--- src/rtl/cpu_types_pkg.sv ---
// Shared CPU types: opcodes, register fields, instruction field helpers and hazard FSM states.
package cpu_types_pkg;

  localparam int unsigned WORD_W   = 32;
  localparam int unsigned OPCODE_W = 6;
  localparam int unsigned REG_W    = 5;

  typedef logic [WORD_W-1:0] word_t;
  typedef logic [REG_W-1:0]  regbits_t;

  typedef enum logic [OPCODE_W-1:0] {
    RTYPE = 6'h00,
    BEQ   = 6'h04,
    BNE   = 6'h05,
    LW    = 6'h23,
    SW    = 6'h2b,
    HALT  = 6'h3f
  } opcode_t;

  typedef enum logic [1:0] {
    RUN    = 2'd0,
    DWAIT  = 2'd1,
    HALTED = 2'd2
  } hazard_state_t;

  function automatic logic [OPCODE_W-1:0] get_op(input word_t instr);
    return instr[31:26];
  endfunction

  function automatic regbits_t get_rs(input word_t instr);
    return instr[25:21];
  endfunction

  function automatic regbits_t get_rt(input word_t instr);
    return instr[20:16];
  endfunction

endpackage

--- src/rtl/hazard_unit.sv ---
// Pipeline hazard controller: load-use, data/instruction memory waits, branch squash and halt.
module hazard_unit
  import cpu_types_pkg::*;
#(
  parameter int unsigned STALL_CNT_W = 16
) (
  input  logic                   CLK,
  input  logic                   RST,
  input  logic                   ihit,
  input  logic                   dhit,
  input  logic [31:0]            ifid_instr,
  input  logic [31:0]            idex_instr,
  input  logic                   idex_dren,
  input  logic                   exmem_dren,
  input  logic                   exmem_dwen,
  input  logic                   exmem_pcsrc,
  input  logic                   memwb_halt,
  output logic                   pc_en,
  output logic                   ifid_en,
  output logic                   idex_en,
  output logic                   exmem_en,
  output logic                   memwb_en,
  output logic                   ifid_flush,
  output logic                   idex_flush,
  output logic                   exmem_flush,
  output logic                   halt,
  output logic [STALL_CNT_W-1:0] stall_cnt
);

  hazard_state_t         state;
  logic                  dmiss;
  logic                  load_use;
  logic [OPCODE_W-1:0]   ifid_op;
  regbits_t              ifid_rs, ifid_rt, idex_rt;
  logic                  unused_bits;

  // Load in ID/EX writes rt; stall if the IF/ID instruction sources that register.
  function automatic logic load_use_hit(input logic ld, input regbits_t ld_rt,
                                        input logic [OPCODE_W-1:0] op,
                                        input regbits_t rs, input regbits_t rt);
    logic rt_is_src;
    rt_is_src = (op == RTYPE) || (op == BEQ) || (op == BNE) || (op == SW);
    return ld && (ld_rt != '0) && ((ld_rt == rs) || (rt_is_src && (ld_rt == rt)));
  endfunction

  assign ifid_op     = get_op(ifid_instr);
  assign ifid_rs     = get_rs(ifid_instr);
  assign ifid_rt     = get_rt(ifid_instr);
  assign idex_rt     = get_rt(idex_instr);
  assign unused_bits = ^{ifid_instr[15:0], idex_instr[31:21], idex_instr[15:0]};

  assign dmiss    = (exmem_dren | exmem_dwen) & ~dhit;
  assign load_use = load_use_hit(idex_dren, idex_rt, ifid_op, ifid_rs, ifid_rt);

  // Latch controls, highest priority first.
  always_comb begin
    pc_en       = 1'b1;
    ifid_en     = 1'b1;
    idex_en     = 1'b1;
    exmem_en    = 1'b1;
    memwb_en    = 1'b1;
    ifid_flush  = 1'b0;
    idex_flush  = 1'b0;
    exmem_flush = 1'b0;
    if (RST) begin
      pc_en = 1'b1;
    end else if (state == HALTED || dmiss) begin
      pc_en    = 1'b0;
      ifid_en  = 1'b0;
      idex_en  = 1'b0;
      exmem_en = 1'b0;
      memwb_en = 1'b0;
    end else if (exmem_pcsrc) begin
      ifid_flush  = 1'b1;
      idex_flush  = 1'b1;
      exmem_flush = 1'b1;
    end else if (load_use) begin
      pc_en      = 1'b0;
      ifid_en    = 1'b0;
      idex_flush = 1'b1;
    end else if (!ihit) begin
      pc_en      = 1'b0;
      ifid_flush = 1'b1;
    end
  end

  // State, sticky halt and saturating stall counter.
  always_ff @(posedge CLK or posedge RST) begin
    if (RST) begin
      state     <= RUN;
      halt      <= 1'b0;
      stall_cnt <= '0;
    end else begin
      if (memwb_halt || state == HALTED) begin
        state <= HALTED;
        halt  <= 1'b1;
      end else begin
        case (state)
          RUN:     if (dmiss) state <= DWAIT;
          DWAIT:   if (dhit)  state <= RUN;
          default: state <= RUN;
        endcase
      end
      if (!pc_en && state != HALTED && stall_cnt != '1)
        stall_cnt <= stall_cnt + STALL_CNT_W'(1);
    end
  end

endmodule

--- config.mk ---
export PLATFORM = sky130hd
export DESIGN_NAME = hazard_unit
export DESIGN_NICKNAME = d
export VERILOG_FILES = /design/src/rtl/cpu_types_pkg.sv /design/src/rtl/hazard_unit.sv
export SDC_FILE = /design/constraint.sdc
export NUM_CORES = 1
export LEC_CHECK = 0
export ABC_AREA = 1
export CORE_MARGIN = 5
export CORE_UTILIZATION = 33
export CTS_CLUSTER_SIZE = 20
export DETAILED_ROUTE_END_ITERATION = 8
export GPL_TIMING_DRIVEN = 0
export HOLD_SLACK_MARGIN = 0.15
export PLACE_DENSITY = 0.77
export SYNTH_ARGS = -nofsm -noshare
export SYNTH_HDL_FRONTEND = slang
export SYNTH_SLANG_ARGS = --single-unit
--- constraint.sdc ---
create_clock -name CLK -period 1.56 [get_ports CLK]
set_input_delay 0.156 -clock CLK [delete_from_list [all_inputs] [get_ports CLK]]
set_output_delay 0.156 -clock CLK [all_outputs]
set_load 0.01 [all_outputs]
* After elaboration in Yosys (flattened, before gate mapping) *
Index checks and enable logic that the tools add are counted.
W data, S select, Z words.

operators by class
  eq/ne operators = 11
  add/sub/neg operators = 1
  reductions and logical operators = 16
  muxes and demuxes = 27
  bitwise logic cells = 3

operators with widths
  operator                 number
  $mux W1                  23
  $add A16 B1 Y16 const B  1
  $ne A16 B16 Y1 const B   1
  $eq A6 B3 Y1 const B     2
  $eq A5 B5 Y1             2
  $eq A6 B6 Y1 const B     1
  $logic_not A6 Y1         1
  $logic_or A1 B1 Y1       6
  $mux W2                  3
  $ne A3 B3 Y1 const B     2
  $logic_and A1 B1 Y1      5
  $reduce_bool A5 Y1       1
  $pmux W2 S2              1
  $eq A2 B1 Y1 const B     1
  $eq A2 B2 Y1 const B     1
  $logic_not A2 Y1         1
  $ne A2 B2 Y1 const B     1
  $reduce_and A2 Y1        1
  $and A1 B1 Y1            1
  $logic_not A1 Y1         1
  $not A1 Y1               1
  $or A1 B1 Y1             1

word-level totals
  bits in registers = 19
  word-level logic and storage cells = 61
  input bits = 73

* Depth between registers and ports, before layout *
Gate-level depths: netlist (run 1).

  depth after elaboration = 14
  gate-level depth with buffers = 13
  depth with buffers taken out = 12

* Worst setup path after synthesis (run 1) *
No wires, ideal clock.

  kind = reg-to-reg
  start point = register stall_cnt[0]
  end point = register stall_cnt[2]
  period minus slack after synthesis = 1.617 ns
  stages on the path, launching flop included = 9
  arrival time = 1.552 ns
  setup time = 0.065 ns
  setup slack = -0.057 ns
  buffers on the path = 1
  cells stage by stage = dfrtp_1 -> ha_1 -> nand3_1 -> nor2_4 -> nand4_4 -> nand4_4 -> buf_6 -> nand2_1 -> nand2_1

on the way
  longest elaborated chain between the ends = 2
  elaborated cells between the ends (all ways) = 3

ends and longest elaborated chain
  item                                                     line                source
  from (decl)                                              hazard_unit.sv:27   output logic [STALL_CNT_W-1:0] stall_cnt
  from (signal assigned)                                   hazard_unit.sv:105  stall_cnt <= stall_cnt + STALL_CNT_W'(1);
  branches (longest 2 deep; another with $add A16 B1 Y16)  n/a

Parallel ways; which one is timed is not known.
A chain may end at the register's enable or synchronous reset.

* Worst setup path in the final report (run 1) *
  start point = register stall_cnt[8]
  end point = output stall_cnt[8]

No word-level cell between the ends.

==> flow_metrics.py, run 1 <==
metrics = {
    "run_status": {
        "outcome": "finished, violations left",
        "violations": "negative setup slack",
    },
    "drt": {
        "routed-wl-met2_um": 2600,
        "drc": 0,
        "ant_nets": 0,
        "wire_per_inst_um": 14.4,
        "first_iter_violations": 154,
        "totalWireLength_um": 5070,
        "drt-pass1-iter-count": 4,
        "top_layer_used": "met4",
        "vias": 1734,
        "met1Wirelength_um": 2020,
        "vias_per_cell": 4.93,
        "wl_met3_um": 349,
    },
    "power_and_ir_drop": {
        "p_per_area_nw_per_um2": 440,
        "p_total_mw": 1.11,
        "vdd_ir_drop_max_mv": 0.271,
        "leakagePower_nw": 1.24,
    },
    "sta": {
        "fin_ws_ns": -0.0213,
        "period_share": 1.01,
        "slew_headroom": 0.582,
        "final_hold_viol_count": 0,
        "whs_ns": 0.164,
        "drv_slew": 0,
        "rsz0062_at_grt": "yes",
        "worst_pin_slew_ns": 0.623,
        "skew_ns": 0.00477,
        "finalSetupViolCount": 2,
        "fin_crit_ns": 1.58,
        "max_freq_mhz": 632,
    },
    "finish": {
        "final_cell_mix": "nand2_1, buf_4, nand2_2, clkdlybuf4s50_1, inv_1",
        "fill_cells": 401,
        "fin_cells": 352,
        "synthToLayoutAreaGrowth_pct": 65.5,
        "multi_input_area_sq_um": 1070,
        "fin_nets": 375,
        "antennaDiodeCount": 0,
        "register_area_sq_um": 482,
        "fin_util": 0.569,
        "layout_commonest_cell": "nand2_1",
        "drive_gt1_frac": 0.417,
    },
    "placed_design": {
        "dp.cells": 322,
        "place.port_buffers": 54,
        "place.gp.congestion": 0.834,
        "dpl.hpwl_um": 3170,
        "post-place-ws_ns": -1.07,
    },
    "clock_tree": {
        "path_clk_slew_ns": 0.08,
        "cts_root_buffer": "clkbuf_8",
        "numCtsBuffers": 3,
        "h-tree-depth": 1,
        "cts.sinks": 19,
        "cts_max_path_buffers": 2,
        "insertion_delay_ns": 0.26,
        "cts_tree": "done",
    },
    "floorplanning": {
        "design.die.area_sq_um": 6060,
        "die_width_um": 77.8,
        "rows": 24,
        "io_pins": 98,
        "die_y_um": 77.8,
        "start_util": 0.344,
        "core_area_sq_um": 4410,
    },
    "global_route": {
        "grt_pass1_wl_um": 7560,
        "grt_usage": 0.149,
        "antenna_found_initial": 0,
        "grt_overflow": 0,
        "grt_max_degree": 13,
        "grt_pass1_vias": 1642,
    },
    "logic_synthesis": {
        "ys_types": 28,
        "syn_avg_cell_area_sq_um": 7.03,
        "syn_nets": 290,
        "netlist_area_sq_um": 1520,
        "yosysWarningCount": 0,
        "ys_seq_area_frac": 0.313,
        "synthCells": 216,
        "yosys_register_bits": 19,
    },
    "critical_path": {
        "crit_fanout": 3,
        "reg2reg_depth": 8,
        "cp.required_ns": 1.40,
        "critPathKind": "reg -> out",
        "rr_startpoint": "stall_cnt[0]",
        "timing.rr.end": "stall_cnt[12]",
        "critPathArrivalTime_ns": 1.43,
        "crit_path_start_kind": "flip-flop",
        "reg2reg_setup_slack_ns": -0.01,
        "worstSetupEndpointType": "output pin",
    },
    "job": {
        "cap_violations": 0,
    },
    "hold_path": {
        "hp-class": "in -> async",
    },
}
power breakdown:
group          internal, mW  switching, mW
combinational         0.117          0.120
clock                 0.182          0.182
sequential            0.497        0.00651
total                 0.797          0.308
synth_stat cells (all sizes together):
library cell,number,share of area
a2111oi,1,0.0058
a21oi,2,0.0066
buf,7,0.044
dfrtp,19,0.31
ha,1,0.0082
inv,29,0.072
nand2,77,0.21
nand3,12,0.046
nand4,20,0.10
nor2,23,0.062
nor3,1,0.0033
nor4,2,0.0082
o21a,1,0.0049
o21ai,2,0.0091
or2,2,0.0082
xnor2,8,0.046
xor2,9,0.052
logic make-up after synthesis:
group | synth area share
xor+xnor | 0.0980
buf+inv | 0.115
compound gates | 0.0264
simple gates | 0.439
fa+ha+maj | 0.00824
flops | 0.313
worst max path at each step:
stage,from,end,slack [ns],depth (start not counted)
after floorplan,stall_cnt[1],stall_cnt[2],-0.001,8
after global placement,RST,pc_en,-1.04,7
final,stall_cnt[8],stall_cnt[8],-0.02,2
after detailed placement,RST,pc_en,-1.07,7
after CTS,ifid_instr[26],pc_en,-0.05,14
after global routing,stall_cnt[0],stall_cnt[12],-0.08,8
metal layers:
metal,vias up,global-route usage
met4,0,0.0481
met2,65,0.265
met3,10,0.0289
li1,854,-
met5,-,0
met1,805,0.179
final cells by class:
class	count	share of cell area
Clock buffer	4	0.0179
Timing Repair inverter	1	0.00199
Multi-Input combinational cell	161	0.427
Buffer	5	0.0224
Timing Repair Buffer	81	0.268
Sequential cell	19	0.192
Inverter	29	0.0448
Tap cell	52	0.0259
worst max-delay path, stage by stage (launching register included):
cell and delay, ns:
dfrtp_1 0.46, buf_4 0.16, clkdlybuf4s50_1 0.54
state kept, by name, summed over array words and instances, names as in the netlist:
signal,count
stall_cnt,16
state,2
halt,1
per-stage QoR:
stage / setup TNS [ns] / cell area, sq um
2_1_floorplan: -0.00120 / 1540
3_3_place_gp: -13.98 / 2140
3_5_place_dp: -14.66 / 2140
4_1_cts: -0.107 / 2360
5_1_grt: -0.894 / 2510
6_report: -0.0267 / 2510
timing repair:
| action | CTS | global route |
|---|---|---|
| endpoints found under the setup margin | 24 | 24 |
| pin swaps | 25 | 49 |
| buffers inserted | 20 | 5 |
| gates resized for setup | 77 | 87 |
| gates cloned | 2 | 0 |
| hold buffers | 1 | 0 |
| hold endpoints to repair | 2 | 0 |
(Power assumes the default switching activity.)
==> run 2, diff against run 1 <==
PLACE_DENSITY = 0.78   (was 0.77)
==> run 2 against run 1 <==
  * The run still ends with negative setup slack left
  * Die area did not move
  * First-iteration DRC count is 38% lower
  * Flip-flop and latch count is the same
  * Clock power decreased by 4%
  * Final area is 5.7% lower
  * Critical path depth rose by 5
  * Worst setup slack lost 0.089 ns
  * Total power is 1.2% lower
  * Largest cell class unchanged
==> flow_metrics.py, run 2 (synthesis results as in run 1) <==
metrics = {
    "sta": {
        "fin_tns_setup_ns": -0.305,
        "finalSetupViolCount": 5,
        "fin_crit_ns": 1.67,
        "whs_ns": 0.169,
        "skew_ns": 0.00526,
        "max_freq_mhz": 599,
        "fin_ws_ns": -0.110,
        "slew_headroom": 0.596,
        "drv_slew": 0,
        "period_share": 1.07,
        "final_hold_viol_count": 0,
        "rsz0062_at_grt": "yes",
        "worst_pin_slew_ns": 0.603,
    },
    "placed_design": {
        "place.port_buffers": 54,
        "dp.cells": 322,
        "place_area_sq_um": 2140,
        "dpl.hpwl_um": 3240,
        "place.gp.congestion": 0.858,
        "post-place-ws_ns": -1.07,
    },
    "finish": {
        "fin_nets": 370,
        "reg_top3": "stall_cnt x16, state x2, halt x1",
        "register_area_sq_um": 483,
        "fin_util": 0.537,
        "final_cell_mix": "nand2_1, clkdlybuf4s50_1, inv_1",
        "antennaDiodeCount": 0,
        "drive_gt1_frac": 0.312,
        "regMostFlops": "stall_cnt",
        "layout_commonest_cell": "nand2_1",
        "fin_cells": 347,
        "finalInstanceArea_sq_um": 2370,
        "fill_cells": 416,
        "largest_reg_flops": 16,
        "synthToLayoutAreaGrowth_pct": 56.0,
        "multi_input_area_sq_um": 957,
    },
    "drt": {
        "ant_nets": 0,
        "vias": 1711,
        "first_iter_violations": 95,
        "drc": 0,
        "drt-pass1-iter-count": 4,
        "totalWireLength_um": 4770,
        "vias_per_cell": 4.93,
        "wire_per_inst_um": 13.7,
    },
    "clock_tree": {
        "h-tree-depth": 1,
        "cts_tree": "done",
        "path_clk_slew_ns": 0.07,
        "numCtsBuffers": 3,
        "cts_max_path_buffers": 2,
        "cts_root_buffer": "clkbuf_8",
        "insertion_delay_ns": 0.26,
        "cts.sinks": 19,
    },
    "global_route": {
        "grt_max_degree": 13,
        "grt_usage": 0.151,
        "antenna_found_initial": 0,
        "grt_pass1_wl_um": 7610,
        "grt_pass1_vias": 1714,
        "grt_overflow": 0,
    },
    "critical_path": {
        "crit_top_cell": "buf_4",
        "cp.required_ns": 1.40,
        "critPathKind": "reg -> out",
        "crit_fanout": 3,
        "crit_path_start_kind": "flip-flop",
        "worstSetupEndpointType": "output pin",
        "worstPathCellList": "inv_1 -> nand2_1 -> o21a_1 -> buf_4 -> or2_4 -> buf_4 -> buf_6",
        "critPathArrivalTime_ns": 1.51,
        "crit_slowest_cell": "dfrtp_1",
        "critPathMaxStageDelay_ns": 0.37,
    },
    "power_and_ir_drop": {
        "p_total_mw": 1.09,
        "leakagePower_nw": 1.18,
        "p_per_area_nw_per_um2": 461,
        "vdd_ir_drop_max_mv": 0.244,
    },
    "run_status": {
        "outcome": "finished, violations left",
        "violations": "negative setup slack",
    },
    "floorplanning": {
        "rows": 24,
        "core_area_sq_um": 4410,
        "design.die.area_sq_um": 6060,
        "io_pins": 98,
        "die_width_um": 77.8,
        "die_y_um": 77.8,
        "start_util": 0.344,
    },
    "hold_path": {
        "hp-class": "in -> async",
    },
    "job": {
        "cap_violations": 0,
    },
}
## run 2: cell types whose count changed in the layout (fill, tap and decap cells not counted), sizes merged
cell           change
clkdlybuf4s15      -1
buf                -4
clkdlybuf4s50      +2
clkbuf             -1
dlygate4sd2        -1
## run 2: layer usage
| layer | up-vias | track usage | share of wire | wire length, um |
|---|---|---|---|---|
| met2 | 51 | 0.269 | 0.54 | 2560 |
| met5 | - | 0 | 0 | 0 |
| met3 | 8 | 0.0243 | 0.051 | 243 |
| met1 | 808 | 0.178 | 0.39 | 1870 |
| met4 | 0 | 0.0636 | 0.020 | 93 |
| li1 | 844 | - | - | - |
## run 2: path summary, 6_finish.rpt
path / startpoint / to / slack, ns / depth (start not counted)
worst max-delay path: state[0] / memwb_en / -0.11 / 7
worst min-delay path: RST / stall_cnt[12] / 0.17 / 2
worst max register to register: stall_cnt[1] / stall_cnt[8] / 0 / 8
worst min register to register: state[1] / state[0] / 0.45 / 1
max in group asynchronous: RST / stall_cnt[5] / 0.55 / 4
min in group CLK: state[1] / state[0] / 0.45 / 1
## run 2: power breakdown
group / switching, mW / internal, mW
sequential: 0.00557 / 0.498
combinational: 0.117 / 0.122
clock: 0.168 / 0.182
## run 2: critical path: cells and delay by family, from the launching register on
family                 cells  cell delay, ns
buffers and inverters      4            0.44
AND/OR/NAND/NOR            2            0.29
flip-flops                 1            0.37
AO/OA/AOI/OAI              1            0.15
## run 2: repair_timing
item | CTS | global route
setup buffers | 15 | 4
hold buffers | 1 | 0
pin swaps | 21 | 26
hold endpoints to repair | 4 | 0
cloned | 1 | 0
endpoints found under the setup margin | 24 | 24
resized for setup | 74 | 50
## run 2: final cells by class
cell class	count	share of cell area
Buffer	7	0.0306
Clock buffer	4	0.0190
Inverter	29	0.0475
Multi-Input combinational cell	161	0.404
Sequential cell	19	0.204
Tap cell	52	0.0275
Timing Repair Buffer	74	0.266
Timing Repair inverter	1	0.00211
